--- src/rtl/uart_pkg.sv ---
// Shared definitions for the memory-mapped UART transmitter: register offsets,
// STATUS bit layout and the transmitter FSM state encoding.
package uart_pkg;

   localparam logic [31:0] UART_TXDATA_OFS = 32'h0;
   localparam logic [31:0] UART_STATUS_OFS = 32'h4;

   localparam int STAT_BUSY_BIT  = 0;
   localparam int STAT_FULL_BIT  = 1;
   localparam int STAT_EMPTY_BIT = 2;
   localparam int STAT_OVF_BIT   = 3;
   localparam int STAT_CNT_LSB   = 4;
   localparam int STAT_CNT_W     = 4;

   localparam logic [2:0] ST_IDLE_ENC   = 3'd0;
   localparam logic [2:0] ST_START_ENC  = 3'd1;
   localparam logic [2:0] ST_DATA_ENC   = 3'd2;
   localparam logic [2:0] ST_PARITY_ENC = 3'd3;
   localparam logic [2:0] ST_STOP_ENC   = 3'd4;

   typedef enum logic [2:0] {
      ST_IDLE   = ST_IDLE_ENC,
      ST_START  = ST_START_ENC,
      ST_DATA   = ST_DATA_ENC,
      ST_PARITY = ST_PARITY_ENC,
      ST_STOP   = ST_STOP_ENC
   } uart_state_e;

   function automatic logic [31:0] pack_status(input logic busy, input logic full,
                                               input logic empty, input logic ovf,
                                               input logic [STAT_CNT_W-1:0] cnt);
      logic [31:0] s;
      s = '0;
      s[STAT_BUSY_BIT]  = busy;
      s[STAT_FULL_BIT]  = full;
      s[STAT_EMPTY_BIT] = empty;
      s[STAT_OVF_BIT]   = ovf;
      s[STAT_CNT_LSB +: STAT_CNT_W] = cnt;
      return s;
   endfunction

endpackage

--- src/rtl/sync_fifo.sv ---
// Synchronous FIFO, first-word fall-through, active-low synchronous reset.
// DEPTH must be a power of two so the pointers wrap naturally.
module sync_fifo #(
   parameter int WIDTH = 8,
   parameter int DEPTH = 4
) (
   input  logic                     clk,
   input  logic                     rst,
   input  logic                     push,
   input  logic                     pop,
   input  logic [WIDTH-1:0]         din,
   output logic [WIDTH-1:0]         dout,
   output logic                     full,
   output logic                     empty,
   output logic [$clog2(DEPTH):0]   count
);
   localparam int AW = $clog2(DEPTH);
   localparam int CW = AW + 1;

   logic [WIDTH-1:0] mem_q [DEPTH];
   logic [WIDTH-1:0] mem_d [DEPTH];
   logic [AW-1:0]    wr_ptr_q, wr_ptr_d;
   logic [AW-1:0]    rd_ptr_q, rd_ptr_d;
   logic [CW-1:0]    count_q, count_d;
   logic             push_ok, pop_ok;

   assign full    = (count_q == CW'(DEPTH));
   assign empty   = (count_q == '0);
   assign count   = count_q;
   assign dout    = mem_q[rd_ptr_q];
   assign push_ok = push & ~full;
   assign pop_ok  = pop & ~empty;

   always_comb begin
      mem_d    = mem_q;
      wr_ptr_d = wr_ptr_q;
      rd_ptr_d = rd_ptr_q;
      count_d  = count_q;
      if (push_ok) begin
         mem_d[wr_ptr_q] = din;
         wr_ptr_d        = wr_ptr_q + AW'(1);
      end
      if (pop_ok) begin
         rd_ptr_d = rd_ptr_q + AW'(1);
      end
      unique case ({push_ok, pop_ok})
         2'b10:   count_d = count_q + CW'(1);
         2'b01:   count_d = count_q - CW'(1);
         default: count_d = count_q;
      endcase
   end

   always_ff @(posedge clk) begin
      if (!rst) begin
         wr_ptr_q <= '0;
         rd_ptr_q <= '0;
         count_q  <= '0;
      end else begin
         wr_ptr_q <= wr_ptr_d;
         rd_ptr_q <= rd_ptr_d;
         count_q  <= count_d;
      end
   end

   // Storage needs no reset: pointers and count define what is valid.
   always_ff @(posedge clk) begin
      mem_q <= mem_d;
   end

endmodule

--- src/rtl/mmio_uart_tx.sv ---
// Memory-mapped UART transmitter: TXDATA/STATUS window, TX FIFO, 8-N-1 serialiser.
// Define UART_PARITY_EN to insert an even-parity bit (8-E-1 frames).
//
// state   | meaning
// IDLE    | line high, waiting for a byte in the FIFO
// START   | start bit, tx low for CLK_DIV cycles
// DATA    | 8 data bits LSB first, CLK_DIV cycles each
// PARITY  | even parity bit (only with UART_PARITY_EN)
// STOP    | stop bit, tx high; chains straight into START if more data
module mmio_uart_tx
   import uart_pkg::*;
#(
   parameter int          CLK_DIV    = 868,
   parameter int          FIFO_DEPTH = 4,
   parameter logic [31:0] BASE_ADDR  = 32'h0000_1000
) (
   input  logic        clk,
   input  logic        rst,
   input  logic        we,
   input  logic [31:0] addr,
   input  logic [31:0] wd,
   output logic [31:0] rd,
   output logic        sel,
   output logic        tx
);
   localparam int BW = (CLK_DIV > 1) ? $clog2(CLK_DIV) : 1;
   localparam int CW = $clog2(FIFO_DEPTH) + 1;
   localparam logic [BW-1:0] BAUD_MAX = BW'(CLK_DIV - 1);

   logic          hit_data, hit_stat;
   logic          push, ovf_set, ovf_clr;
   logic          fifo_pop, fifo_full, fifo_empty;
   logic [7:0]    fifo_dout;
   logic [CW-1:0] fifo_count;
   logic          baud_end;
   logic          tx_c;
   logic          unused_wd;

   uart_state_e   state_q, state_d;
   logic [BW-1:0] baud_q, baud_d;
   logic [2:0]    bit_q, bit_d;
   logic [7:0]    shift_q, shift_d;
   logic          ovf_q, ovf_d;
`ifdef UART_PARITY_EN
   logic          par_q, par_d;
`endif

   assign hit_data  = (addr == BASE_ADDR + UART_TXDATA_OFS);
   assign hit_stat  = (addr == BASE_ADDR + UART_STATUS_OFS);
   assign sel       = hit_data | hit_stat;
   assign push      = we & hit_data & ~fifo_full;
   assign ovf_set   = we & hit_data & fifo_full;
   assign ovf_clr   = we & hit_stat & wd[STAT_OVF_BIT];
   assign unused_wd = ^wd[31:8];

   assign rd = hit_stat ? pack_status(state_q != ST_IDLE, fifo_full, fifo_empty, ovf_q,
                                      STAT_CNT_W'(fifo_count))
                        : 32'h0;
   assign tx = tx_c;

   sync_fifo #(.WIDTH(8), .DEPTH(FIFO_DEPTH)) u_fifo (
      .clk   (clk),
      .rst   (rst),
      .push  (push),
      .pop   (fifo_pop),
      .din   (wd[7:0]),
      .dout  (fifo_dout),
      .full  (fifo_full),
      .empty (fifo_empty),
      .count (fifo_count)
   );

   // A dropped push wins over a simultaneous clear so no loss goes unreported.
   always_comb begin
      ovf_d = ovf_q;
      if (ovf_set)      ovf_d = 1'b1;
      else if (ovf_clr) ovf_d = 1'b0;
   end

   assign baud_end = (baud_q == BAUD_MAX);

   always_comb begin
      state_d  = state_q;
      bit_d    = bit_q;
      shift_d  = shift_q;
      fifo_pop = 1'b0;
      tx_c     = 1'b1;
      unique case (state_q)
         ST_IDLE: begin
            if (!fifo_empty) begin
               fifo_pop = 1'b1;
               shift_d  = fifo_dout;
               state_d  = ST_START;
            end
         end
         ST_START: begin
            tx_c = 1'b0;
            if (baud_end) begin
               bit_d   = '0;
               state_d = ST_DATA;
            end
         end
         ST_DATA: begin
            tx_c = shift_q[0];
            if (baud_end) begin
               shift_d = {1'b0, shift_q[7:1]};
               bit_d   = bit_q + 3'd1;
               if (bit_q == 3'd7) begin
`ifdef UART_PARITY_EN
                  state_d = ST_PARITY;
`else
                  state_d = ST_STOP;
`endif
               end
            end
         end
`ifdef UART_PARITY_EN
         ST_PARITY: begin
            tx_c = par_q;
            if (baud_end) state_d = ST_STOP;
         end
`endif
         ST_STOP: begin
            if (baud_end) begin
               if (!fifo_empty) begin
                  fifo_pop = 1'b1;
                  shift_d  = fifo_dout;
                  state_d  = ST_START;
               end else begin
                  state_d  = ST_IDLE;
               end
            end
         end
         default: state_d = ST_IDLE;
      endcase

      if (state_d != state_q || baud_end || state_q == ST_IDLE) baud_d = '0;
      else                                                      baud_d = baud_q + BW'(1);
   end

`ifdef UART_PARITY_EN
   // Parity is captured at load time because the shift register is consumed by the time it is sent.
   always_comb begin
      par_d = par_q;
      if (fifo_pop) par_d = ^fifo_dout;
   end
`endif

   always_ff @(posedge clk) begin
      if (!rst) begin
         state_q <= ST_IDLE;
         baud_q  <= '0;
         bit_q   <= '0;
         shift_q <= '0;
         ovf_q   <= 1'b0;
`ifdef UART_PARITY_EN
         par_q   <= 1'b0;
`endif
      end else begin
         state_q <= state_d;
         baud_q  <= baud_d;
         bit_q   <= bit_d;
         shift_q <= shift_d;
         ovf_q   <= ovf_d;
`ifdef UART_PARITY_EN
         par_q   <= par_d;
`endif
      end
   end

endmodule
--- config.mk ---
export PLATFORM = sky130hd
export DESIGN_NAME = mmio_uart_tx
export DESIGN_NICKNAME = d
export VERILOG_FILES = /design/src/rtl/uart_pkg.sv /design/src/rtl/sync_fifo.sv /design/src/rtl/mmio_uart_tx.sv
export SDC_FILE = /design/constraint.sdc
export NUM_CORES = 1
export LEC_CHECK = 0
export ABC_CLOCK_PERIOD_IN_PS = 3100
export CAP_MARGIN = 20
export CORE_AREA = 2 2 76 78
export DETAILED_ROUTE_END_ITERATION = 7
export DIE_AREA = 0 0 78 80
export DONT_BUFFER_PORTS = 1
export GPL_TIMING_DRIVEN = 0
export PLACE_DENSITY = 0.74
export SYNTH_ARGS = -nofsm -noshare
export SYNTH_HDL_FRONTEND = slang
export SYNTH_SLANG_ARGS = --single-unit
--- constraint.sdc ---
create_clock -name clk -period 3.1 [get_ports clk]
set_clock_uncertainty 0.05 [all_clocks]
set_input_delay 0.62 -clock clk [delete_from_list [all_inputs] [get_ports clk]]
set_output_delay 0.62 -clock clk [all_outputs]
set_load 0.02 [all_outputs]
==> results.py, run 1 <==
metrics = {
    "clocking": {
        "tritoncts_clock_tree": "done",
        "cts_hold_buf": 0,
        "cts_inserted_buffers": 9,
        "clock_latency_of_the_later_clocked_register_in_the_worst_skew_pair_ns": 0.33,
        "cts_max_level": 3,
        "ctsRootBufferMaster": "sky130_fd_sc_hd__clkbuf_8",
        "clkSinkCount": 64,
        "clock_path_buffers": 2,
        "clkSlewWorstSetupHoldPaths_ns": 0.07,
    },
    "power_and_ir_drop": {
        "power.share.sequential": 0.576,
        "power_dissipated_by_switching_net_loads_w": 0.0003446,
        "combinationalPowerShare": 0.041,
        "p_int_w": 0.001193,
        "clockPowerShare": 0.383,
        "vdd.ir_drop.worst_uv": 353.0,
        "leakage_nw": 1.272,
        "power.density_cell_area_mw_per_mm2": 438.7,
        "power_switching_share": 0.2241,
    },
    "yosys": {
        "yosys.area_share.adder": 0.03822,
        "edff_count_synth": 32,
        "synthesis.yosys.warnings": 0,
        "synth_top_cell_by_area": "sky130_fd_sc_hd__edfxtp_1",
        "netlist_area_mm2": 0.003143,
        "synth.area.top_cells": "sky130_fd_sc_hd__edfxtp_1 (31%), sky130_fd_sc_hd__dfxtp_1 (20%), sky130_fd_sc_hd__buf_4 (6.0%)",
        "ys_ff_latch": 64,
        "yosys.cell_types.count": 47,
        "yosys.area.top_type_share": 0.3057,
        "synth.area.mux_share": 0.08280,
        "synthArstFlopShare": 0,
        "yosys.area_share.xor_xnor": 0.03901,
        "synth_top_flop_cell": "sky130_fd_sc_hd__edfxtp_1",
        "synth_top_family_by_area": "simple AND/OR/NAND/NOR gates",
        "post_synth_and_or_nand_nor_area_fraction": 0.1748,
        "ys_seq_area_frac": 0.5096,
        "synth.avg_cell_area_um2": 11.51,
        "cell_types_with_the_highest_counts_after_synthesis": "sky130_fd_sc_hd__dfxtp_1 (32), sky130_fd_sc_hd__edfxtp_1 (32), sky130_fd_sc_hd__buf_4 (25)",
        "gate_count_after_technology_mapping": 273,
        "synth_compound_area_frac": 0.07086,
    },
    "routing": {
        "detail_route.iter0.violations": 93,
        "vias_per_cell": 5.221,
        "finalWirelength_um": 5294,
        "wl_per_cell_um": 13.79,
        "drc": 0,
        "number_of_iterations_in_the_first_detailed_routing_pass": 4,
        "detail-route-antenna-nets": 0,
        "dr_total_vias": 2005,
    },
    "layout": {
        "final_design_area_no_fill_mm2": 0.003506,
        "area_growth_syn_to_layout_pct": 11.54,
        "post-route-util": 0.6486,
        "finish.net_count": 384,
        "final_layout_size_suffix_gt1_frac": 0.1859,
        "antennaDiodeCount": 0,
        "layout.filler_cells": 435,
    },
    "critical_path": {
        "cp.arrival_ns": 3.05,
        "worst_ep_required_time_ns": 3.29,
        "worstSetupStartpointType": "register",
        "path_class": "register to register",
        "crit_path_end_kind": "register",
        "critPathMaxFanout": 5,
    },
    "sta": {
        "post-route-min-period_ns": 2.860,
        "rsz0062_at_grt": "false",
        "max_slew.worst_pin.slew_ns": 0.5304,
        "finalSetupViolCount": 0,
        "max_slew_margin": 0.6464,
        "timing.final.crit_share": 0.9226,
        "fmaxAchievable_mhz": 349.6,
        "maxSlewViolCount": 0,
        "timing.final.hold_violations": 0,
        "hold-worst-slack_ns": 0.3295,
        "tns_ns": 0,
    },
    "floorplan": {
        "design.die.area_mm2": 0.006240,
        "std_cell_rows": 27,
        "floorplan.io_pins": 101,
        "die_width_um": 78,
        "start_util": 0.5815,
        "core_region_area_mm2": 0.005405,
        "die-height_um": 80,
    },
    "global_route": {
        "grt_start_max_net_pins": 12,
        "grt-ovfl-total": 0,
        "antenna_violations_before_repair": 0,
        "grt_pass1_vias": 1868,
        "wire_length_of_the_first_global_routing_pass_um": 8618,
        "gr_util_all_layers": 0.1796,
    },
    "place": {
        "dpl.hpwl_um": 3749,
        "gp_congestion": 0.7959,
        "placed_cell_area_mm2": 0.003323,
        "numPortBuffers": 0,
    },
    "job": {
        "max_cap_violations": 0,
    },
    "min_path": {
        "worstHoldPathType": "primary input to register",
    },
    "outcome": {
        "run_status": "completed",
    },
}
## power groups by stage
stage	clock [W]	sequential (W)	combinational, W
floorplan	0	0.000905	0.0000587
global route	0.000636	0.000886	0.0000662
CTS	0.000605	0.000887	0.0000613
detailed placement	0	0.000905	0.0000610
global placement	0	0.000905	0.0000608
finish	0.000589	0.000887	0.0000624
## stage by stage
stage	setup WS, ns	total power, W	std cells
detailed placement	0.05863	0.0009664	369
finish	0.2399	0.001538	384
global placement	0.07404	0.0009662	369
floorplan	0.3365	0.0009641	297
CTS	0.05649	0.001553	384
global route	0.05220	0.001588	384
## cell type report
class	count	area (µm²)	share of cell area
plain buffers	34	232.7	0.06638
clock buffers	9	123.9	0.03533
clock inverters	6	37.54	0.01071
inverters	8	30.03	0.008565
multi-input cells	191	1390	0.3965
flip-flops and latches	64	1602	0.4568
well taps	72	90.09	0.02570
## worst max-delay path, cell delays in order, from the launching register on
cell,delay [ns]
sky130_fd_sc_hd__dfxtp_1,0.35
sky130_fd_sc_hd__or3b_4,0.44
sky130_fd_sc_hd__o31ai_4,0.33
sky130_fd_sc_hd__and3b_1,0.27
sky130_fd_sc_hd__ha_1,0.20
sky130_fd_sc_hd__inv_1,0.06
sky130_fd_sc_hd__fa_1,0.37
sky130_fd_sc_hd__xor2_1,0.16
sky130_fd_sc_hd__or3_1,0.32
sky130_fd_sc_hd__a21boi_0,0.21
## routing by layer
layer | vias up | track usage | part of all wire
li1 | 1004 | - | -
met1 | 930 | 0.2355 | 0.44
met2 | 64 | 0.2853 | 0.49
met3 | 7 | 0.04638 | 0.060
met4 | 0 | 0.07368 | 0.0081
met5 | - | 0 | 0
## sequential cells by signal, summed over array words and instances, names as in the netlist, 2 cells and up
signal and flops:
u_fifo.rd_ptr_q 2, baud_q 10, state_q 3, u_fifo.mem_q 32, bit_q 3, u_fifo.count 3, u_fifo.wr_ptr_q 2, shift_q 8
## repair_timing
item                       in CTS  in global routing
gates cloned                    0                  0
pin swaps                       0                  1
gates resized for setup         1                  3
setup buffers                   0                  0
setup endpoints to repair       1                  5
## layout by cell type (no fill, tap or decap), types with 2 or more instances in the layout
cell and instances:
sky130_fd_sc_hd__a21boi_0 8, sky130_fd_sc_hd__a21boi_1 3, sky130_fd_sc_hd__a32oi_1 2, sky130_fd_sc_hd__and2_1 10
sky130_fd_sc_hd__and3_1 5, sky130_fd_sc_hd__and3b_1 2, sky130_fd_sc_hd__and4b_1 2, sky130_fd_sc_hd__buf_2 3
sky130_fd_sc_hd__buf_4 25, sky130_fd_sc_hd__clkbuf_1 4, sky130_fd_sc_hd__clkbuf_8 9, sky130_fd_sc_hd__clkinv_2 2
sky130_fd_sc_hd__clkinvlp_4 2, sky130_fd_sc_hd__conb_1 25, sky130_fd_sc_hd__dfxtp_1 32, sky130_fd_sc_hd__edfxtp_1 32
sky130_fd_sc_hd__ha_1 8, sky130_fd_sc_hd__inv_1 8, sky130_fd_sc_hd__mux2i_1 8, sky130_fd_sc_hd__mux4_2 8
sky130_fd_sc_hd__nand2_1 11, sky130_fd_sc_hd__nand2b_1 2, sky130_fd_sc_hd__nand3_1 4, sky130_fd_sc_hd__nand3b_1 3
sky130_fd_sc_hd__nand4_1 3, sky130_fd_sc_hd__nor2_1 22, sky130_fd_sc_hd__nor2b_1 3, sky130_fd_sc_hd__nor3_1 5
sky130_fd_sc_hd__nor4_1 6, sky130_fd_sc_hd__o21ai_0 12, sky130_fd_sc_hd__or3_1 9, sky130_fd_sc_hd__xnor2_1 8
sky130_fd_sc_hd__xor2_1 6
## logic make-up (layout without fill, tap and decap cells)
| kind of cell | after synthesis | count (layout) |
|---|---|---|
| adders and majority gates | 9 | 9 |
| other | 1 | 25 |
| AOI/OAI and AO/OA | 33 | 33 |
| buffers and inverters | 42 | 57 |
| DFF | 64 | 64 |
| and+or+nand+nor | 94 | 94 |
| muxes | 16 | 16 |
| xor gates and xnor gates | 14 | 14 |
## worst paths after layout
check | start | endpoint | slack, ns | depth (start not counted)
setup / recovery | baud_q[4]$_SDFF_PP0_ | u_fifo.count[2]$_SDFFE_PN0P_ | 0.24 | 9
hold / removal | wd[6] | u_fifo.mem_q[22]$_DFFE_PP_ | 0.33 | 0
setup reg to reg | baud_q[4]$_SDFF_PP0_ | u_fifo.count[2]$_SDFFE_PN0P_ | 0.24 | 9
hold reg to reg | baud_q[0]$_SDFF_PP0_ | baud_q[0]$_SDFF_PP0_ | 0.42 | 1
Power figures use the tool's default switching activity.
==> inputs of run 2 (changes only) <==
Settings changed: PLACE_DENSITY 0.74 to unset, PLACE_DENSITY_LB_ADDON set to 0.3.
==> results.py, run 2 (synthesis results as in run 1) <==
metrics = {
    "routing": {
        "drc": 0,
        "detail_route.iter0.violations": 106,
        "vias_per_cell": 5.197,
        "number_of_iterations_in_the_first_detailed_routing_pass": 4,
        "detail-route-antenna-nets": 0,
        "wl_per_cell_um": 13.88,
        "dr_total_vias": 2001,
        "finalWirelength_um": 5344,
    },
    "min_path": {
        "holdPathStages": 0,
        "min_to": "u_fifo.mem_q[16]$_DFFE_PP_",
        "worst_hold_startpoint": "wd[0]",
        "worstHoldPathType": "primary input to register",
    },
    "clocking": {
        "clock_path_buffers": 2,
        "cts_inserted_buffers": 9,
        "postCtsSetupRepairBufs": 0,
        "clkSlewWorstSetupHoldPaths_ns": 0.07,
        "tritoncts_clock_tree": "done",
        "ctsRootBufferMaster": "sky130_fd_sc_hd__clkbuf_8",
        "clkSinkCount": 64,
        "cts_max_level": 3,
        "clock_latency_of_the_later_clocked_register_in_the_worst_skew_pair_ns": 0.35,
        "cts_resized": 1,
        "cts_hold_buf": 0,
    },
    "layout": {
        "largest_reg_flops": 32,
        "final_layout_size_suffix_gt1_frac": 0.1853,
        "most-common-layout-cells": "sky130_fd_sc_hd__dfxtp_1 (32), sky130_fd_sc_hd__edfxtp_1 (32), sky130_fd_sc_hd__buf_4 (25), sky130_fd_sc_hd__conb_1 (25), sky130_fd_sc_hd__nor2_1 (23)",
        "area_growth_syn_to_layout_pct": 12.54,
        "largest_registers": "u_fifo.mem_q (32), baud_q (10), shift_q (8)",
        "sequential_cell_area_mm2": 0.001602,
        "finalNonFillerCells": 385,
        "layout.filler_cells": 430,
        "multi_input_comb_area_mm2": 0.001388,
        "max_flop_register": "u_fifo.mem_q",
        "post-route-util": 0.6544,
        "finish.net_count": 384,
        "antennaDiodeCount": 0,
    },
    "sta": {
        "post-route-min-period_ns": 2.986,
        "tns_ns": 0,
        "max_slew.worst_pin.slew_ns": 0.6616,
        "fmaxAchievable_mhz": 334.9,
        "finalSetupViolCount": 0,
        "timing.final.hold_violations": 0,
        "max_slew_margin": 0.5573,
        "maxSlewViolCount": 0,
        "timing.final.crit_share": 0.9633,
    },
    "floorplan": {
        "die-height_um": 80,
        "floorplan.io_pins": 101,
        "design.die.area_mm2": 0.006240,
        "core_region_area_mm2": 0.005405,
        "start_util": 0.5815,
        "die_width_um": 78,
        "std_cell_rows": 27,
    },
    "critical_path": {
        "crit_path_end_kind": "primary output",
        "worstPathBufferInverterCount": 0,
        "critical_path.reg2reg.endpoint": "u_fifo.count[2]$_SDFFE_PN0P_",
        "worst_ep_required_time_ns": 2.43,
        "worst_path_max_delay_cell": "sky130_fd_sc_hd__nor2_1",
        "path_class": "primary input to primary output",
        "reg2reg_slack_ns": 0.21,
        "critPathMaxStageDelay_ns": 0.58,
        "r2r.worst_path.cells": 10,
        "worstPathCellList": "nor4b_1 -> nand4_1 -> nor2_1 -> nand2_1 -> nor2_1",
        "critical_path.most_common_cell": "sky130_fd_sc_hd__nor2_1",
        "critPathMaxFanout": 7,
        "worstSetupStartpointType": "primary input",
        "cp.arrival_ns": 2.32,
        "critPathTopFamily": "simple AND/OR/NAND/NOR gates",
        "reg2reg_from": "baud_q[0]$_SDFF_PP0_",
    },
    "power_and_ir_drop": {
        "power.density_cell_area_mw_per_mm2": 465.8,
        "leakage_nw": 1.287,
        "vdd.ir_drop.worst_uv": 296.0,
    },
    "global_route": {
        "wire_length_of_the_first_global_routing_pass_um": 8500,
        "grt_pass1_vias": 1865,
        "gr_util_all_layers": 0.1833,
        "grt_start_max_net_pins": 13,
        "grt-ovfl-total": 0,
        "antenna_violations_before_repair": 0,
    },
    "job": {
        "max_cap_violations": 0,
    },
    "place": {
        "dpl.hpwl_um": 3796,
        "gp_congestion": 0.8461,
        "numPortBuffers": 0,
        "place_inst": 369,
    },
    "outcome": {
        "run_status": "completed",
    },
}
## run 2: cell count changes in the layout (fill, tap and decap cells not counted)
cell	delta
sky130_fd_sc_hd__bufinv_16	+1
sky130_fd_sc_hd__inv_6	+1
sky130_fd_sc_hd__nor2_1	+1
sky130_fd_sc_hd__nor2_2	-1
sky130_fd_sc_hd__clkinv_2	-1
## run 2: where the power goes
group / switching (W) / internal, W
Clock: 0.000329 / 0.000370
Combinational: 0.0000358 / 0.0000264
Sequential: 0.000000000000768 / 0.000887
Total: 0.000365 / 0.00128
## run 2: how the worst max path moves through the flow
stage / start / to / slack (ns) / cells after the start
after floorplan: addr[13] / rd[0] / 0.34 / 5
after global placement: baud_q[0]$_SDFF_PP0_ / u_fifo.count[2]$_SDFFE_PN0P_ / 0.08 / 10
after detailed placement: baud_q[0]$_SDFF_PP0_ / u_fifo.count[2]$_SDFFE_PN0P_ / 0.05 / 10
after CTS: baud_q[0]$_SDFF_PP0_ / u_fifo.count[2]$_SDFFE_PN0P_ / 0.10 / 10
after global routing: baud_q[0]$_SDFF_PP0_ / u_fifo.count[2]$_SDFFE_PN0P_ / -0.002 / 10
final: addr[13] / rd[0] / 0.11 / 5
## run 2: through the flow
stage          cell area [µm²]  hold WS [ns]  total power (W)  worst slack, ns
2_1_floorplan             3233        0.3802        0.0009641           0.3365
3_3_place_gp              3323        0.3971        0.0009662          0.08063
3_5_place_dp              3323        0.4071        0.0009663          0.04984
4_1_cts                   3523        0.3034         0.001657           0.1007
5_1_grt                   3537        0.2946         0.001704        -0.002014
6_report                  3537        0.3107         0.001648           0.1139
## run 2: worst reg2reg max path, delay by kind of cell, from the launching register on
family	cells	cell delay [ns]
compound gates	2	0.56
xor+xnor	1	0.16
fa+ha+maj	3	0.81
buf+inv	1	0.06
flops	1	0.37
simple gates	3	0.80
## run 2: routing by layer
metal | track usage | share of wire
met1 | 0.2074 | 0.44
met2 | 0.3060 | 0.48
met3 | 0.06561 | 0.065
met4 | 0.09474 | 0.021
met5 | 0 | 0
## run 2: layout make-up
| type | instances | share of cell area |
|---|---|---|
| Tap cell | 72 | 0.02547 |
| Clock buffer | 9 | 0.03502 |
| Inverter | 8 | 0.008490 |
| Buffer | 34 | 0.06579 |
| Clock inverter | 7 | 0.02016 |
| Sequential cell | 64 | 0.4528 |
| Multi-Input combinational cell | 191 | 0.3923 |
